[src/rtl/add_round_key_sched.sv]
// AddRoundKey stage with an on-the-fly AES-128 key schedule (forward direction).
// Build option ARK_ROUND_KEY_OUT_EN exposes the current round key on po_round_key.
module add_round_key_sched #(
    parameter int NUM_ROUNDS = 10
) (
    input  logic         pi_clk,
    input  logic         pi_rst,
    input  logic         pi_load_key,
    input  logic [127:0] pi_key,
    input  logic         pi_enable,
    input  logic [127:0] pi_in,
    output logic         po_add_key_done,
    output logic [127:0] po_out,
    output logic [3:0]   po_round,
    output logic         po_key_ready
`ifdef ARK_ROUND_KEY_OUT_EN
    ,
    output logic [127:0] po_round_key
`endif
);

    localparam logic [3:0] LAST_ROUND = 4'(NUM_ROUNDS);

    // Forward S-box, entry x at bits [2047-8x -: 8].
    localparam logic [2047:0] SBOX = {
        128'h637c777bf26b6fc53001672bfed7ab76,
        128'hca82c97dfa5947f0add4a2af9ca472c0,
        128'hb7fd9326363ff7cc34a5e5f171d83115,
        128'h04c723c31896059a071280e2eb27b275,
        128'h09832c1a1b6e5aa0523bd6b329e32f84,
        128'h53d100ed20fcb15b6acbbe394a4c58cf,
        128'hd0efaafb434d338545f9027f503c9fa8,
        128'h51a3408f929d38f5bcb6da2110fff3d2,
        128'hcd0c13ec5f974417c4a77e3d645d1973,
        128'h60814fdc222a908846eeb814de5e0bdb,
        128'he0323a0a4906245cc2d3ac629195e479,
        128'he7c8376d8dd54ea96c56f4ea657aae08,
        128'hba78252e1ca6b4c6e8dd741f4bbd8b8a,
        128'h703eb5664803f60e613557b986c11d9e,
        128'he1f8981169d98e949b1e87e9ce5528df,
        128'h8ca1890dbfe6426841992d0fb054bb16
    };

    function automatic logic [7:0] sbox(input logic [7:0] b);
        int idx;
        idx = 2047 - 8 * int'(b);
        return SBOX[idx -: 8];
    endfunction

    function automatic logic [31:0] sub_word(input logic [31:0] w);
        return {sbox(w[31:24]), sbox(w[23:16]), sbox(w[15:8]), sbox(w[7:0])};
    endfunction

    function automatic logic [7:0] xtime(input logic [7:0] x);
        return {x[6:0], 1'b0} ^ (x[7] ? 8'h1b : 8'h00);
    endfunction

    // Key words are column-major; state bytes are row-major, so swap (r,c) here.
    function automatic logic [127:0] transpose(input logic [127:0] k);
        logic [127:0] t;
        t = '0;
        for (int r = 0; r < 4; r++) begin
            for (int c = 0; c < 4; c++) begin
                t[127 - 8 * (4 * r + c) -: 8] = k[127 - 32 * c - 8 * r -: 8];
            end
        end
        return t;
    endfunction

    logic [127:0] key_q;
    logic [7:0]   rcon_q;

    logic [31:0]  w0, w1, w2, w3;
    logic [31:0]  t_word;
    logic [31:0]  nw0, nw1, nw2, nw3;
    logic         accept;

    assign w0 = key_q[127:96];
    assign w1 = key_q[95:64];
    assign w2 = key_q[63:32];
    assign w3 = key_q[31:0];

    assign t_word = sub_word({w3[23:0], w3[31:24]}) ^ {rcon_q, 24'h0};
    assign nw0    = w0 ^ t_word;
    assign nw1    = w1 ^ nw0;
    assign nw2    = w2 ^ nw1;
    assign nw3    = w3 ^ nw2;

    assign accept = pi_enable && po_key_ready && !pi_load_key;

    always_ff @(posedge pi_clk) begin
        if (pi_rst) begin
            key_q           <= '0;
            rcon_q          <= 8'h01;
            po_out          <= '0;
            po_add_key_done <= 1'b0;
            po_round        <= '0;
            po_key_ready    <= 1'b0;
        end else begin
            po_add_key_done <= 1'b0;
            if (pi_load_key) begin
                key_q        <= pi_key;
                rcon_q       <= 8'h01;
                po_round     <= '0;
                po_key_ready <= 1'b1;
            end else if (accept) begin
                po_out          <= pi_in ^ transpose(key_q);
                po_add_key_done <= 1'b1;
                if (po_round < LAST_ROUND) begin
                    key_q    <= {nw0, nw1, nw2, nw3};
                    rcon_q   <= xtime(rcon_q);
                    po_round <= po_round + 4'd1;
                end else begin
                    // Last round key consumed; hold key and index until the next load.
                    po_key_ready <= 1'b0;
                end
            end
        end
    end

`ifdef ARK_ROUND_KEY_OUT_EN
    assign po_round_key = key_q;
`endif

endmodule
[config.mk]
export PLATFORM = sky130hd
export DESIGN_NAME = add_round_key_sched
export DESIGN_NICKNAME = d
export VERILOG_FILES = /design/src/rtl/add_round_key_sched.sv
export SDC_FILE = /design/constraint.sdc
export NUM_CORES = 1
export LEC_CHECK = 0
export ABC_AREA = 1
export CORE_MARGIN = 2
export CORE_UTILIZATION = 60
export CTS_CLUSTER_DIAMETER = 50
export DETAILED_ROUTE_END_ITERATION = 7
export DONT_BUFFER_PORTS = 1
export GPL_ROUTABILITY_DRIVEN = 1
export PLACE_DENSITY = 0.85
export SETUP_SLACK_MARGIN = 0.3
export SYNTH_ARGS = -nofsm -noshare
export SYNTH_HDL_FRONTEND = slang
export SYNTH_SLANG_ARGS = --single-unit
[constraint.sdc]
create_clock -name pi_clk -period 2.75 [get_ports pi_clk]
set_clock_uncertainty 0.15 [all_clocks]
set_input_delay 0.4125 -clock pi_clk [delete_from_list [all_inputs] [get_ports pi_clk]]
set_output_delay 0.4125 -clock pi_clk [all_outputs]
set_load 0.005 [all_outputs]
==> summary.md, run 1 <==
| Metric | Value |
|---|---|
| Avg Inst Size Synth | `5.78 sq um` |
| Total track usage | `95.0%` |
| IO Port Bufs | `0` |
| Final Wtd Congestion | `1.18` |
| Row count | `75` |
| H-tree levels | `2` |
| Outcome | `stopped before the end` |
| Post-synth top area cell | `nand3_1` |
| Synth Instances | `4404` |
| Pin count of the biggest net entering global routing | `about 130` |
| Pre-CTS setup slack | `-280 ps` |
| Synthesized net count | `4725` |
| CTS root buffer | `clkbuf_16` |
| Cell Area, Synth | `25500 sq um` |
| Post-Synth Simple-Gate Area | `48.2%` |
| GR Overflow Total | `1376` |
| Chip width | `210 um` |
| Yosys cell types | `34` |
| IO Count | `394` |
| Post-synthesis compound-gate area fraction | `between 10% and 20%` |
| Top cell type's share of synthesized area | `23.8%` |
| GR repair worst EP | `key_q[18]$_SDFFE_PP0P_/D` |
| Mux share of post-synthesis cell area | `0%` |
| Yosys warns | `0` |
| Clock Path Buffers | `3` |
| XOR/XNOR Fraction of Synth Area | `approximately 4.8%` |
| Placed cell area | `around 29000 sq um` |
| Clock sink total | `270` |
| Initial Util | `60.7%` |
| Seq/Total Area, Yosys | `approximately a fifth` |
| Halt Stage | `global routing` |
| Inserted Clock Buffers | `35` |
| Final HPWL DP | `a little over 90000 um` |
| Synthesis-stage register bit count | `270` |
| Largest family of logic cells by synthesized area | `simple AND/OR/NAND/NOR gates` |
| DIE HEIGHT | `between 200 and 250 um` |
| Post-synthesis adder-cell area fraction | `3.00%` |
| Kind of the worst endpoint | `register data pin` |
| Stop err | `[ERROR GRT-0232] Routing congestion too high. Check the congestion heatmap in the GUI.` |
| Main area contributors after synthesis | `nand3_1, dfxtp_1, nand2_1, a21oi_1, xnor2_1` |
## routing by layer
layer	GRT overflow	track usage, %
met3	103	85.6
met2	757	107
met4	463	102
met1	43	90.8
met5	10	68.0
## Yosys cell counts, drive strengths merged
master  number
o21ai      180
dfxtp      270
a211oi       2
nand4       14
o21bai       1
buf        180
inv        210
nand3     1220
clkinv       3
or2          2
ha          61
nor2       195
a31oi       81
clkbuf     136
a22oi       50
nand2     1322
xnor2      131
xor2         8
nand3b      28
o211ai      12
a21oi      298
## metrics by stage
step | TNS (ps) | instances
after floorplan | 0 | 4404
after global placement | -4060 | 5150
after detailed placement | -6130 | 5150
after CTS | 0 | 5380
## what timing repair did
item | in CTS
pin swaps | 174
gates resized for setup | 594
hold buffers | 129
endpoints found under the hold margin | 257
buffers inserted | 37
endpoints found under the setup margin | 117
cloned | 2
## kinds of logic after synthesis
kind of cell               count (synthesis)
AOI/OAI and AO/OA                        624
xor gates and xnor gates                 139
adders and majority gates                 61
buffers and inverters                    529
DFF                                      270
and+or+nand+nor                         2781
==> inputs of run 2 (changes only) <==
--- a/config.mk
+++ b/config.mk
@@ -7,13 +7,11 @@
 export LEC_CHECK = 0
 export ABC_AREA = 1
 export CORE_MARGIN = 2
-export CORE_UTILIZATION = 60
-export CTS_CLUSTER_DIAMETER = 50
+export CORE_UTILIZATION = 40
 export DETAILED_ROUTE_END_ITERATION = 7
 export DONT_BUFFER_PORTS = 1
 export GPL_ROUTABILITY_DRIVEN = 1
-export PLACE_DENSITY = 0.85
-export SETUP_SLACK_MARGIN = 0.3
+export PLACE_DENSITY_LB_ADDON = 0.15
 export SYNTH_ARGS = -nofsm -noshare
 export SYNTH_HDL_FRONTEND = slang
 export SYNTH_SLANG_ARGS = --single-unit
==> constraint.sdc (replaced) <==
create_clock -name pi_clk -period 3.6 [get_ports pi_clk]
set_clock_uncertainty 0.15 [all_clocks]
set_input_delay 0.54 -clock pi_clk [delete_from_list [all_inputs] [get_ports pi_clk]]
set_output_delay 0.54 -clock pi_clk [all_outputs]
set_load 0.005 [all_outputs]
==> summary.md, run 2 <==
| Metric | Value |
|---|---|
| Commonest cells post-synth | `nand2_1, nand3_1, a21oi_1` |
| Post-Synth Simple-Gate Area | `48.2% (unchanged)` |
| Reg2reg setup slack | `200 ps` |
| CP Capture Point | `key_q[18]$_SDFFE_PP0P_` |
| Worst-Skew Late Latency | `610 ps` |
| Ratio of cells with drive above 1 in the final layout | `5.34%` |
| Chip width | `256 um (+22%)` |
| Pwr dens | `between 300 and 400 nW/um^2` |
| Final HPWL DP | `86100 um (-7.8%)` |
| Clock-pin slew on the worst setup and hold paths | `60 ps` |
| Fin crit share | `94.6%` |
| Vias/cell | `6.11` |
| Most frequent cell after synthesis | `nand2_1` |
| Synthesized net count | `4725 (unchanged)` |
| Synth Instances | `4404 (unchanged)` |
| Final setup viols | `0` |
| First DRT Iteration DRCs | `5018` |
| Reg area | `5420 sq um` |
| Pre-antenna DRT Iters | `7` |
| CP required | `3970 ps` |
| Met1 usage | `47.0%` |
| FF-to-FF path depth | `17` |
| Total track usage | `35.5%` |
| Layout area overhead | `16.5%` |
| GR Overflow Total | `0` |
| Count of pins over their slew limit | `0` |
| Global routing's busiest layer | `met2` |
| Worst hold path type | `input pin to flop` |
| DRC | `0` |
| Core area | `63000 sq um` |
| Max Fclk | `~290 MHz` |
| First-pass GRT wire length | `185000 um` |
| Mux share of post-synthesis cell area | `0% (unchanged)` |
| CTS root buffer | `clkbuf_16` |
| DIE HEIGHT | `256 um (+22%)` |
| Worst Max-Slew Pin Slew | `878 ps` |
| Post-synth top area cell | `nand3_1` |
| Inserted Clock Buffers | `31 (-11%)` |
| XOR/XNOR Fraction of Synth Area | `4.78% (unchanged)` |
| Vias in the first global route | `roughly 30000` |
| Worst setup path start | `key_q[8]$_SDFFE_PP0P_` |
| Hold WS | `30.3 ps` |
| Worst VDD drop | `0.358 mV` |
| # hold bufs at CTS | `252 (+95%)` |
| Clock sink total | `270 (unchanged)` |
| Most used DFF post-synth | `dfxtp_1` |
| Post-CTS sizing | `0 (-100%)` |
| Post-detailed-routing wire length | `around 120000 um` |
| Fillers | `6707` |
| Outcome | `complete, no violations` |
| Top cell type's share of synthesized area | `23.8% (unchanged)` |
| Pleak | `12.9 nW` |
| Row count | `92 (+23%)` |
| Biggest regs | `key_q x128, po_out x128, rcon_q x8` |
| Most common library cell in the layout ignoring fill and taps | `nand2_1` |
| Post-CTS setup repair buffer count | `0 (-100%)` |
| Critical setup path kind | `flop to flop` |
| Crit end category | `flop` |
| RR Startpoint | `key_q[8]$_SDFFE_PP0P_` |
| Met2 Track Usage GR | `about 55%` |
| Worst Path Max Fanout | `9` |
| Crit path time final | `between 3000 and 4000 ps` |
| Post-synthesis adder-cell area fraction | `3.00% (unchanged)` |
| Final Wtd Congestion | `1.07 (-9.2%)` |
| Clock Path Buffers | `3 (unchanged)` |
| Routed via count | `32700` |
| # nets final | `around 4800` |
| Seq/Total Area, Yosys | `21.2% (unchanged)` |
| Initial antenna violation count | `10` |
| Worst path arrival time | `3780 ps` |
| Post-synthesis compound-gate area fraction | `13.4% (unchanged)` |
| Initial Util | `40.4% (-20 points)` |
| DIE AREA | `65700 sq um` |
| Avg Inst Size Synth | `5.78 sq um (unchanged)` |
| Yosys warns | `0 (unchanged)` |
| Setup TNS | `0 ps` |
| Multi-input logic area | `17700 sq um` |
| Main area contributors after synthesis | `nand3_1, dfxtp_1, nand2_1, a21oi_1, xnor2_1` |
| Startpoint Class | `flop` |
| EDFF count, synth | `0 (unchanged)` |
| IO Port Bufs | `0 (unchanged)` |
| Slew margin rel. | `between 40% and 50%` |
| RSZ-0062 raised after global routing | `no` |
| TritonCTS clock tree | `done` |
| Post-synth ARST share | `0% (unchanged)` |
| GR Util met3 | `6.21%` |
| Commonest cells after routing, fill and taps aside | `nand2_1, nand3_1, a21oi_1` |
| Wire length per cell | `23.1 um` |
| Pin count of the biggest net entering global routing | `~140` |
| Max-cap violation count | `0` |
| IO Count | `394 (unchanged)` |
| FF-to-FF End | `key_q[18]$_SDFFE_PP0P_` |
| Synthesis-stage register bit count | `270 (unchanged)` |
| Largest family of logic cells by synthesized area | `simple AND/OR/NAND/NOR gates` |
| Cell Area, Synth | `25500 sq um (unchanged)` |
| H-tree levels | `1 (-1)` |
| Yosys cell types | `34 (unchanged)` |
| Final ANT Viol Nets | `0` |
| Final hold violation count | `0` |
## run 2: through the flow
step	util [%]	std cells	cell area (sq um)	power (W)	setup WS, ps
4_1_cts	47.1	5338	29700	0.0113	349
6_report	47.1	5345	29700	0.0114	196
5_1_grt	47.1	5345	29700	0.0120	29.2
2_1_floorplan	-	4404	25500	0.00637	720
3_3_place_gp	41.3	5031	26000	0.00756	356
3_5_place_dp	41.3	5031	26000	0.00752	395
## run 2: worst max-delay path, cell delays in order (launching register included)
cell	delay (ps)
dfxtp_1	350
inv_1	100
buf_4	230
ha_1	360
nand2_1	310
nand3_1	280
nand3_1	110
nand3_1	180
nand3_1	110
nand3_1	160
nand2_1	80
nand2_1	80
nand3b_1	250
nand2_1	200
nand2_1	90
nand3_1	70
nand3_1	70
a21oi_1	140
## run 2: cell type report
| type | instances | share of cell area [%] |
|---|---|---|
| well taps | 846 | 3.57 |
| repair buffers | 349 | 12.0 |
| multi-input cells | 3605 | 59.7 |
| clock buffers | 39 | 2.88 |
| clock inverters | 16 | 0.827 |
| flip-flops and latches | 270 | 18.3 |
| diodes | 7 | 0.0590 |
| inverters | 213 | 2.74 |
## run 2: where the power goes
| group | switching (W) | total [W] | internal, W |
|---|---|---|---|
| combinational | 0.00305 | 0.00455 | 0.00150 |
| clock | 0.00140 | 0.00349 | 0.00210 |
| sequential | 0.000219 | 0.00338 | 0.00316 |
## run 2: worst min path at each step
stage	start	end	slack, ps	cells past startpoint
finish	pi_key[0]	key_q[0]$_SDFFE_PP0P_	30	2
detailed placement	key_q[69]$_SDFFE_PP0P_	key_q[69]$_SDFFE_PP0P_	360	2
floorplan	rcon_q[1]$_SDFFE_PP0P_	rcon_q[1]$_SDFFE_PP0P_	310	2
global placement	key_q[64]$_SDFFE_PP0P_	key_q[64]$_SDFFE_PP0P_	360	2
global route	pi_load_key	key_q[116]$_SDFFE_PP0P_	20	2
CTS	pi_load_key	key_q[30]$_SDFFE_PP0P_	0.2	2
## run 2: per-layer routing
| metal | share of wire [%] | up-vias | wire length (um) |
|---|---|---|---|
| met2 | 44 | 2187 | 53600 |
| met4 | 6.0 | 2 | 7370 |
| met5 | 0.0097 | - | 12 |
| met3 | 10 | 455 | 12600 |
| met1 | 40 | 15000 | 49600 |
| li1 | - | 15000 | - |
## run 2: logic make-up (layout without fill, tap and decap cells)
kind of cell / after synthesis / in the layout
buf+inv: 529 / 617
other cells: 0 / 7
simple gates: 2781 / 2781
flops: 270 / 270
xor+xnor: 139 / 139
compound gates: 624 / 624
fa+ha+maj: 61 / 61
(Power assumes the default switching activity.)
